[src/rtl/regfile_pkg.sv]
// Shared constants and encodings for the register-file write-port arbiter.
package regfile_pkg;

    localparam int unsigned REG_IDX_WIDTH = 4;
    localparam int unsigned REG_COUNT     = 2 ** REG_IDX_WIDTH;

    // Arbiter FSM states
    localparam logic [0:0] ARB   = 1'b0;
    localparam logic [0:0] CLEAR = 1'b1;

    // Requester select encoding
    localparam logic [0:0] SEL_A = 1'b0;
    localparam logic [0:0] SEL_B = 1'b1;

endpackage

[src/rtl/regfile_write_arbiter_rr_arbiter2.sv]
// Two-input round-robin grant logic with a registered priority pointer.
module rr_arbiter2 (
    input  logic clk,
    input  logic rst,
    input  logic en,
    input  logic req_a,
    input  logic req_b,
    output logic gnt_a_c,
    output logic gnt_b_c,
    output logic gnt_sel_c
);
    import regfile_pkg::*;

    logic [0:0] ptr;

    // A lone requester always wins; on contention the pointer side wins.
    always_comb begin
        gnt_a_c   = 1'b0;
        gnt_b_c   = 1'b0;
        gnt_sel_c = SEL_A;
        if (en) begin
            if (req_a && (!req_b || (ptr == SEL_A))) begin
                gnt_a_c   = 1'b1;
                gnt_sel_c = SEL_A;
            end else if (req_b) begin
                gnt_b_c   = 1'b1;
                gnt_sel_c = SEL_B;
            end
        end
    end

    always_ff @(posedge clk) begin
        if (rst) begin
            ptr <= SEL_A;
        end else if (gnt_a_c) begin
            ptr <= SEL_B;
        end else if (gnt_b_c) begin
            ptr <= SEL_A;
        end
    end

endmodule

[src/rtl/regfile_write_arbiter.sv]
// Shares the register-file write port between the ALU and load writeback paths,
// with a sequencer that zeroes every register one per cycle on request.
module regfile_write_arbiter #(
    parameter int unsigned DATA_WIDTH    = 32,
    parameter int unsigned REG_IDX_WIDTH = regfile_pkg::REG_IDX_WIDTH
) (
    input  logic                     clk,
    input  logic                     rst,
    input  logic                     a_valid,
    input  logic [REG_IDX_WIDTH-1:0] a_idx,
    input  logic [DATA_WIDTH-1:0]    a_data,
    output logic                     a_ready,
    input  logic                     b_valid,
    input  logic [REG_IDX_WIDTH-1:0] b_idx,
    input  logic [DATA_WIDTH-1:0]    b_data,
    output logic                     b_ready,
    input  logic                     clr_req,
    output logic                     wr_en,
    output logic [REG_IDX_WIDTH-1:0] wr_idx,
    output logic [DATA_WIDTH-1:0]    wr_data,
    output logic                     busy,
    output logic                     clr_done
);
    import regfile_pkg::*;

    localparam int unsigned        CNT_W    = REG_IDX_WIDTH + 1;
    localparam logic [CNT_W-1:0]   LAST_IDX = CNT_W'((2 ** REG_IDX_WIDTH) - 1);

    logic [0:0]               state, state_nxt;
    logic [CNT_W-1:0]         cnt, cnt_nxt;
    logic                     wr_en_nxt, busy_nxt, clr_done_nxt;
    logic [REG_IDX_WIDTH-1:0] wr_idx_nxt;
    logic [DATA_WIDTH-1:0]    wr_data_nxt;
    logic                     arb_en, gnt_a, gnt_b, gnt_sel;

    // A clear request blocks handshakes in the cycle it arrives.
    assign arb_en = (state == ARB) && !clr_req;

    rr_arbiter2 u_arb (
        .clk       (clk),
        .rst       (rst),
        .en        (arb_en),
        .req_a     (a_valid),
        .req_b     (b_valid),
        .gnt_a_c   (gnt_a),
        .gnt_b_c   (gnt_b),
        .gnt_sel_c (gnt_sel)
    );

    assign a_ready = gnt_a;
    assign b_ready = gnt_b;

    // Next state and next registered outputs; cnt tracks the index on wr_idx.
    always_comb begin
        state_nxt    = state;
        cnt_nxt      = cnt;
        wr_en_nxt    = 1'b0;
        wr_idx_nxt   = wr_idx;
        wr_data_nxt  = wr_data;
        busy_nxt     = 1'b0;
        clr_done_nxt = 1'b0;
        case (state)
            ARB: begin
                if (clr_req) begin
                    state_nxt   = CLEAR;
                    cnt_nxt     = '0;
                    wr_en_nxt   = 1'b1;
                    wr_idx_nxt  = '0;
                    wr_data_nxt = '0;
                    busy_nxt    = 1'b1;
                end else if (gnt_a || gnt_b) begin
                    wr_en_nxt   = 1'b1;
                    wr_idx_nxt  = (gnt_sel == SEL_A) ? a_idx  : b_idx;
                    wr_data_nxt = (gnt_sel == SEL_A) ? a_data : b_data;
                end
            end
            CLEAR: begin
                if (cnt == LAST_IDX) begin
                    state_nxt = ARB;
                end else begin
                    cnt_nxt      = cnt + CNT_W'(1);
                    wr_en_nxt    = 1'b1;
                    wr_idx_nxt   = cnt_nxt[REG_IDX_WIDTH-1:0];
                    wr_data_nxt  = '0;
                    busy_nxt     = 1'b1;
                    clr_done_nxt = (cnt_nxt == LAST_IDX);
                end
            end
            default: state_nxt = ARB;
        endcase
    end

    always_ff @(posedge clk) begin
        if (rst) begin
            state    <= ARB;
            cnt      <= '0;
            wr_en    <= 1'b0;
            wr_idx   <= '0;
            wr_data  <= '0;
            busy     <= 1'b0;
            clr_done <= 1'b0;
        end else begin
            state    <= state_nxt;
            cnt      <= cnt_nxt;
            wr_en    <= wr_en_nxt;
            wr_idx   <= wr_idx_nxt;
            wr_data  <= wr_data_nxt;
            busy     <= busy_nxt;
            clr_done <= clr_done_nxt;
        end
    end

endmodule

[config.mk]
export PLATFORM = sky130hd
export DESIGN_NAME = regfile_write_arbiter
export DESIGN_NICKNAME = d
export VERILOG_FILES = /design/src/rtl/regfile_pkg.sv /design/src/rtl/regfile_write_arbiter_rr_arbiter2.sv /design/src/rtl/regfile_write_arbiter.sv
export SDC_FILE = /design/constraint.sdc
export NUM_CORES = 1
export LEC_CHECK = 0
export CAP_MARGIN = 20
export CORE_MARGIN = 2
export CORE_UTILIZATION = 29
export CTS_CLUSTER_SIZE = 12
export DETAILED_ROUTE_END_ITERATION = 10
export HOLD_SLACK_MARGIN = 0.15
export SYNTH_ARGS = -nofsm -noshare
export SYNTH_HDL_FRONTEND = slang
export SYNTH_SLANG_ARGS = --single-unit
[constraint.sdc]
create_clock -name clk -period 2 [get_ports clk]
set_input_delay 0.4 -clock clk [delete_from_list [all_inputs] [get_ports clk]]
set_output_delay 0.4 -clock clk [all_outputs]
set_load 0.03 [all_outputs]
==> results.toml <==
[grt]
grt_pass1_vias = 2104
grt_remaining_overflow = 0
grt_pass1_wl_microns = 10400
grt_usage_pct = 14.5
antenna_found_initial = 0
grt_start_max_net_pins = 28

[die]
dieArea_sq_um = 9290
initial_utilization_pct = 30.0
die_h_microns = 96.4
io_pins = 118
rows = 33
core_sq_um = 8260
fp.dieW_microns = 96.4

[finish]
nNetsFinal = 440
final_cells = 466
drive_gt1_share_pct = 27.1
fillers = 817
area_delta_synth_final_pct = 58.3
post-route-cell-area_sq_um = 3920
n_antenna_cell = 0

[synthesis]
ys.flop_type = "dfxtp_1"
syn_nets = 317
synth_compound_area_share_pct = 27.6
ys_seq_area_share_pct = 36.4
synth_top_family_by_area = "compound AO/OA/AOI/OAI gates"
synth_edf_count = 0
yosysWarnings = 0
postSynth.asyncResetShare_pct = 0
synthSimpleGateAreaFrac_pct = 24.4
yosysUniqueCellTypes = 37
syn_area_sq_um = 2480
synth_area_per_cell_sq_um = 10.4
synth.area.mux_share_pct = 0
ys_ff_latch = 45
synth_fa_ha_area_share_pct = 1.52
syn-instance-count = 237
synth-xor-area-share_pct = 0.707

[placed_design]
portBuffers = 117
place_ws_ns = -0.0607
dp_cells = 455
gp_congestion = 0.786
dp_hpwl_microns = 5100
dpl_cell_area_sq_um = 3740

[clock_network]
cts_hold_buf = 0
cts_buffer_depth = 2
cts-root-buf = "clkbuf_8"
cts_tree = "done"
clock_sinks = 45
clkTransAtPathRegs_ns = 0.09
cts_inserted_buffers = 5
clock_latency_ns = 0.30
htreeDepth = 2

[timing]
period_share_pct = 95.8
slew_viol_final = 0
setup_viol = 0
max_freq_ghz = 0.522
maxSlewHeadroom_pct = 77.0
timing.final.ws_setup_ns = 0.0839
rsz0062_at_grt = "false"
final.setup_skew_ns = 0.0114
finalHoldViolations = 0
worst_pin_slew_ns = 0.344
finalCriticalPeriod_ns = 1.92

[routing]
totalWireLength_microns = 6750
vias = 2218
detail-route-antenna-nets = 0
first_pass_iters = 4
routedWlPerCell_microns = 14.5
viasPerCell = 4.76
first_iter_violations = 50
drc = 0

[status]
status = "complete, no violations"

[worst_setup_path]
cp_data_arrival_time_ns = 1.52
startpoint_type = "input pin"
cp_max_fo = 3
path_class = "input pin to output port"
endpoint_kind = "output port"
required_ns = 1.60

[min_path]
hold_class = "input pin to flip-flop"

[power_and_ir_drop]
power_leakage_nw = 1.44
ir_drop_uv = 278
p_per_area_nw_per_um2 = 624

[run]
drv_cap = 0
[per-layer routing]
metal	GRT usage (%)	share of wire, %
met1	18.6	46
met2	24.5	46
met3	3.34	7.1
met4	3.87	1.0
met5	0	0
[placed cells by master (no fill, tap or decap), types with 3 or more instances in the layout]
master / n
clkdlybuf4s50_1: 114
nor2_1: 45
dfxtp_1: 45
a221oi_2: 29
nor3_2: 28
buf_4: 17
o21ai_0: 7
a21oi_1: 6
and3_1: 6
a21boi_0: 5
a311oi_1: 5
nor3_1: 5
clkbuf_8: 5
buf_12: 5
nand2_1: 3
inv_1: 3
nand2b_1: 3
ha_1: 3
[power breakdown]
| group | switching, mW | leakage, nW | internal (mW) |
|---|---|---|---|
| registers | 0.0283 | 0.369 | 0.946 |
| clock network | 0.311 | 0.0681 | 0.496 |
| logic | 0.317 | 1.00 | 0.346 |
[worst paths after layout]
kind	cells after the start	endpoint	slack [ns]	startpoint
setup / recovery	5	b_ready	0.08	clr_req
hold / removal	2	cnt[4]	0.41	rst
setup reg to reg	8	wr_idx[3]	0.15	cnt[0]
hold reg to reg	2	wr_data[30]	0.47	wr_data[30]
[area by class of cell]
cell class | count | area [sq um] | area share (%)
tap | 105 | 131 | 3.35
inverter | 3 | 11.3 | 0.287
clock buffer | 5 | 68.8 | 1.76
sequential | 45 | 901 | 23.0
multi-input combinational | 166 | 1350 | 34.3
timing repair buffer | 139 | 1400 | 35.6
clock inverter | 3 | 65.1 | 1.66
[per-stage QoR]
| stage | util [%] | TNS, ns | hold slack, ns | total power, mW |
|---|---|---|---|---|
| 3_5_place_dp | 45.3 | -1.15 | 0.464 | 1.66 |
| 5_1_grt | 47.5 | 0 | 0.408 | 2.56 |
| 2_1_floorplan | - | 0 | 0.454 | 1.35 |
| 3_3_place_gp | 45.3 | -0.550 | 0.460 | 1.66 |
| 4_1_cts | 47.0 | 0 | 0.404 | 2.49 |
| 6_report | 47.5 | 0 | 0.410 | 2.45 |
[sequential cells by signal (all words and copies together) (netlist names)]
name       flops
u_arb.ptr      1
state          1
wr_en          1
wr_data       32
cnt            5
wr_idx         4
clr_done       1
[cells in the mapped netlist, types with 2 or more instances]
cell type / number / area share (%)
dfxtp_1: 45 / 36
nor2_1: 45 / 6.8
a221oi_2: 29 / 18
nor3_2: 28 / 11
and3_1: 7 / 1.8
o21ai_0: 7 / 1.4
a21oi_1: 6 / 1.2
buf_6: 6 / 2.7
a21boi_0: 5 / 1.5
a311oi_1: 5 / 1.8
buf_2: 5 / 1.0
clkbuf_1: 5 / 0.76
nor3_1: 5 / 1.0
nand2_1: 4 / 0.61
buf_12: 3 / 2.4
clkbuf_8: 3 / 1.7
ha_1: 3 / 1.5
inv_1: 3 / 0.45
nand2b_1: 3 / 0.76
a211oi_1: 2 / 0.61
a221oi_1: 2 / 0.71
[critical path: stages]
cell and delay (ns):
clkdlybuf4s50_1 0.55, nor2_4 0.04, and3_2 0.23, buf_12 0.13, buf_4 0.16
[what timing repair did]
item                                    CTS  global route
pin swaps                                 0             0
endpoints found under the setup margin    1            12
setup buffers                             1             2
gates resized for setup                   0             3
[cell families (layout without fill, tap and decap cells)]
logic type / after synthesis / in the layout
buffers and inverters: 26 / 150
AOI/OAI and AO/OA: 62 / 62
DFF: 45 / 45
xor gates and xnor gates: 2 / 2
and+or+nand+nor: 99 / 99
adders and majority gates: 3 / 3
No activity file was read; power rests on OpenSTA's default activity.
==> variant (same flow settings) <==
Set the parameter `DATA_WIDTH` to 36 (it was 32).
--- a/src/rtl/regfile_write_arbiter.sv
+++ b/src/rtl/regfile_write_arbiter.sv
@@ -3,3 +3,3 @@
 module regfile_write_arbiter #(
-    parameter int unsigned DATA_WIDTH    = 32,
+    parameter int unsigned DATA_WIDTH    = 36,
     parameter int unsigned REG_IDX_WIDTH = regfile_pkg::REG_IDX_WIDTH
Interface: changed (resized a_data, b_data and wr_data); port bits go from 118 to 130. The function was not compared with the original's and may differ.
==> variant against the original RTL <==
  * Area after synthesis decreased by 11%
  * Highest routed layer unchanged
  * Total power decreased by 11%
  * Register-to-register slack hardly changed
  * Sequential share of layout area grew 3.0 points
  * First-iteration DRC count rose by 58%
  * Setup slack got worse by 0.017 ns
  * Critical path type unchanged
  * Cell area decreased by 3.7%
  * Wire length fell by 0.40%
  * Sequential cell count is 4 higher
  * Sequential power up 7%
==> variant: results (changes against the original RTL) <==
.. list-table::
   :header-rows: 1

   * - Metric
     - Value
   * - Status
     - finished clean
   * - Leakage power of the design
     - 1.382 nW (-3.9%)
   * - Via count
     - 2305 (+3.9%)
   * - Worst-path maximum fanout
     - 4 (+1)
   * - Number of antenna violations at the first check in global routing
     - 0 (unchanged)
   * - Count of synthesis-stage warnings from yosys
     - 0 (unchanged)
   * - Post-synth cell types
     - 33 (-11%)
   * - Largest registers ranked by flip-flop count
     - wr_data: 36 flops, cnt: 5 flops, wr_idx: 4 flops
   * - Num CTS Buffers
     - 5 (unchanged)
   * - Total Routing Usage GR
     - 0.1609 (+0.01590)
   * - Number of H-tree levels
     - 2 (unchanged)
   * - Setup bufs post-CTS
     - 0 (-1)
   * - Final antenna-violating net count
     - 0 (unchanged)
   * - Number of global-route vias before repair
     - 2218 (+5.4%)
   * - IO Port Bufs
     - 129 (+10%)
   * - TritonCTS clock tree
     - built
   * - Ratio of cells with drive above 1 in the final layout
     - 0.09091 (-0.1806)
   * - Maximum number of buffers from clock root to sink
     - 2 (unchanged)
   * - Worst clock skew
     - 0.009042 ns (-0.002315 ns)
   * - CTS clock-pin slew for the worst setup and hold paths
     - 0.08 ns
   * - # setup viols final
     - 0 (unchanged)
   * - Max Cap Viol
     - 0 (unchanged)
   * - Grt total ovfl
     - 0 (unchanged)
   * - Iter 0 DRT Violations
     - 79 (+58%)
   * - Drt pass-1 iters
     - 4 (unchanged)
   * - Net count, final
     - 472 (+7.3%)
   * - Worst relative slew slack
     - 0.7466 (-0.02307)
   * - Largest net degree at the start of global routing
     - 37 (+32%)
   * - Synth top area cells
     - dfxtp_1 (44%), o2bb2ai_1 (14%), nor2_1 (8.5%)
   * - Post-DR vias/cell
     - 4.762 (about the same)
   * - Number of antenna diodes
     - 0 (unchanged)
   * - Post-place setup slack
     - 0.004587 ns (+0.06531 ns)
   * - Fillers
     - 663 (-19%)
   * - Global-route wire length before repair
     - 11.05 mm (+6.4%)
   * - Class of the tightest hold or removal check
     - flip-flop to flip-flop
   * - Cell at the root of the clock tree
     - clkbuf_8
   * - Leading post-synthesis cells by instance count
     - nor2_1 (50), dfxtp_1 (49), o2bb2ai_1 (36)
   * - Sequential area share after synthesis
     - 0.4444 (+0.08062)
   * - Worst reg-to-reg setup slack
     - 0.15 ns (about the same)
   * - Arrival time of the worst setup path
     - 1.53 ns
   * - Cell count after placement
     - 476 (+4.6%)
   * - DR WL/cell
     - 13.89 um (-4.1%)
   * - Switching Share
     - 0.2719 (+0.003487)
   * - Post-synthesis net count
     - 338 (+6.6%)
   * - Number of cells produced by synthesis
     - 250 (+5.5%)
   * - Maximum vdd drop
     - 0.0003107 V (+12%)
   * - Global placer's final weighted congestion
     - 0.7700 (-2.0%)
   * - Min Clock Period, post-route
     - 1.933 ns (+0.01715 ns)
   * - Number of flip-flops in the largest register
     - 36 (+13%)
   * - HPWL after detailed placement
     - 4.912 mm (-3.7%)
   * - Share of flip-flops with an asynchronous set or reset
     - 0 (unchanged)
   * - Clock latency of the later-clocked register in the worst-skew pair
     - 0.30 ns (about the same)
-- variant: critical path, stage by stage --
cell	delay (ns)
clkdlybuf4s50_1	0.57
nor3b_2	0.24
nand2_2	0.08
inv_1	0.07
buf_4	0.16
-- variant: final cells by class --
type,count,area share
Timing Repair Buffer,145,0.3826
Multi-Input combinational cell,179,0.2951
Tap cell,99,0.03282
Clock inverter,2,0.003647
Inverter,4,0.003979
Sequential cell,49,0.2599
Clock buffer,6,0.02188
-- variant: power groups by stage --
stage / clock network, mW / logic, mW / registers (mW)
finish: 0.606 / 0.520 / 1.04
global route: 0.676 / 0.556 / 1.05
CTS: 0.633 / 0.523 / 1.04
detailed placement: 0 / 0.520 / 1.07
global placement: 0 / 0.523 / 1.07
floorplan: 0 / 0.133 / 1.15
-- variant: kinds of logic after synthesis --
| logic type | synth area share |
|---|---|
| compound gates | 0.3044 |
| simple gates | 0.1706 |
| flops | 0.4444 |
| buf+inv | 0.05555 |
| fa+ha+maj | 0.01701 |
| xor+xnor | 0.007938 |
-- variant: path summary, 6_finish.rpt --
path	start	cells past startpoint	to
setup / recovery	b_valid	5	b_ready
hold / removal	wr_data[3]	1	wr_data[3]
hold reg to reg	wr_data[3]	1	wr_data[3]
setup reg to reg	cnt[1]	7	cnt[2]
-- variant: per-stage QoR --
stage	cell area (um^2)	TNS, ns	hold WS, ns	power (mW)
6_report	3774	0	0.4652	2.171
5_1_grt	3774	-0.03317	0.4790	2.283
4_1_cts	3764	0	0.4723	2.201
3_5_place_dp	3667	0	0.4465	1.586
3_3_place_gp	3667	0	0.4442	1.589
2_1_floorplan	2207	0	0.4519	1.281
-- variant: routing by layer --
metal | part of all wire | vias up | global-route usage
met1 | 0.48 | 1033 | 0.2235
li1 | - | 1170 | -
met4 | 0.015 | 0 | 0.03409
met3 | 0.068 | 12 | 0.04564
met5 | 0 | - | 0
met2 | 0.43 | 90 | 0.2488
-- variant: what timing repair did --
action / CTS / global route
gates resized for setup: 0 / 2
hold endpoints to repair: 0 / 0
endpoints found under the setup margin: 0 / 7
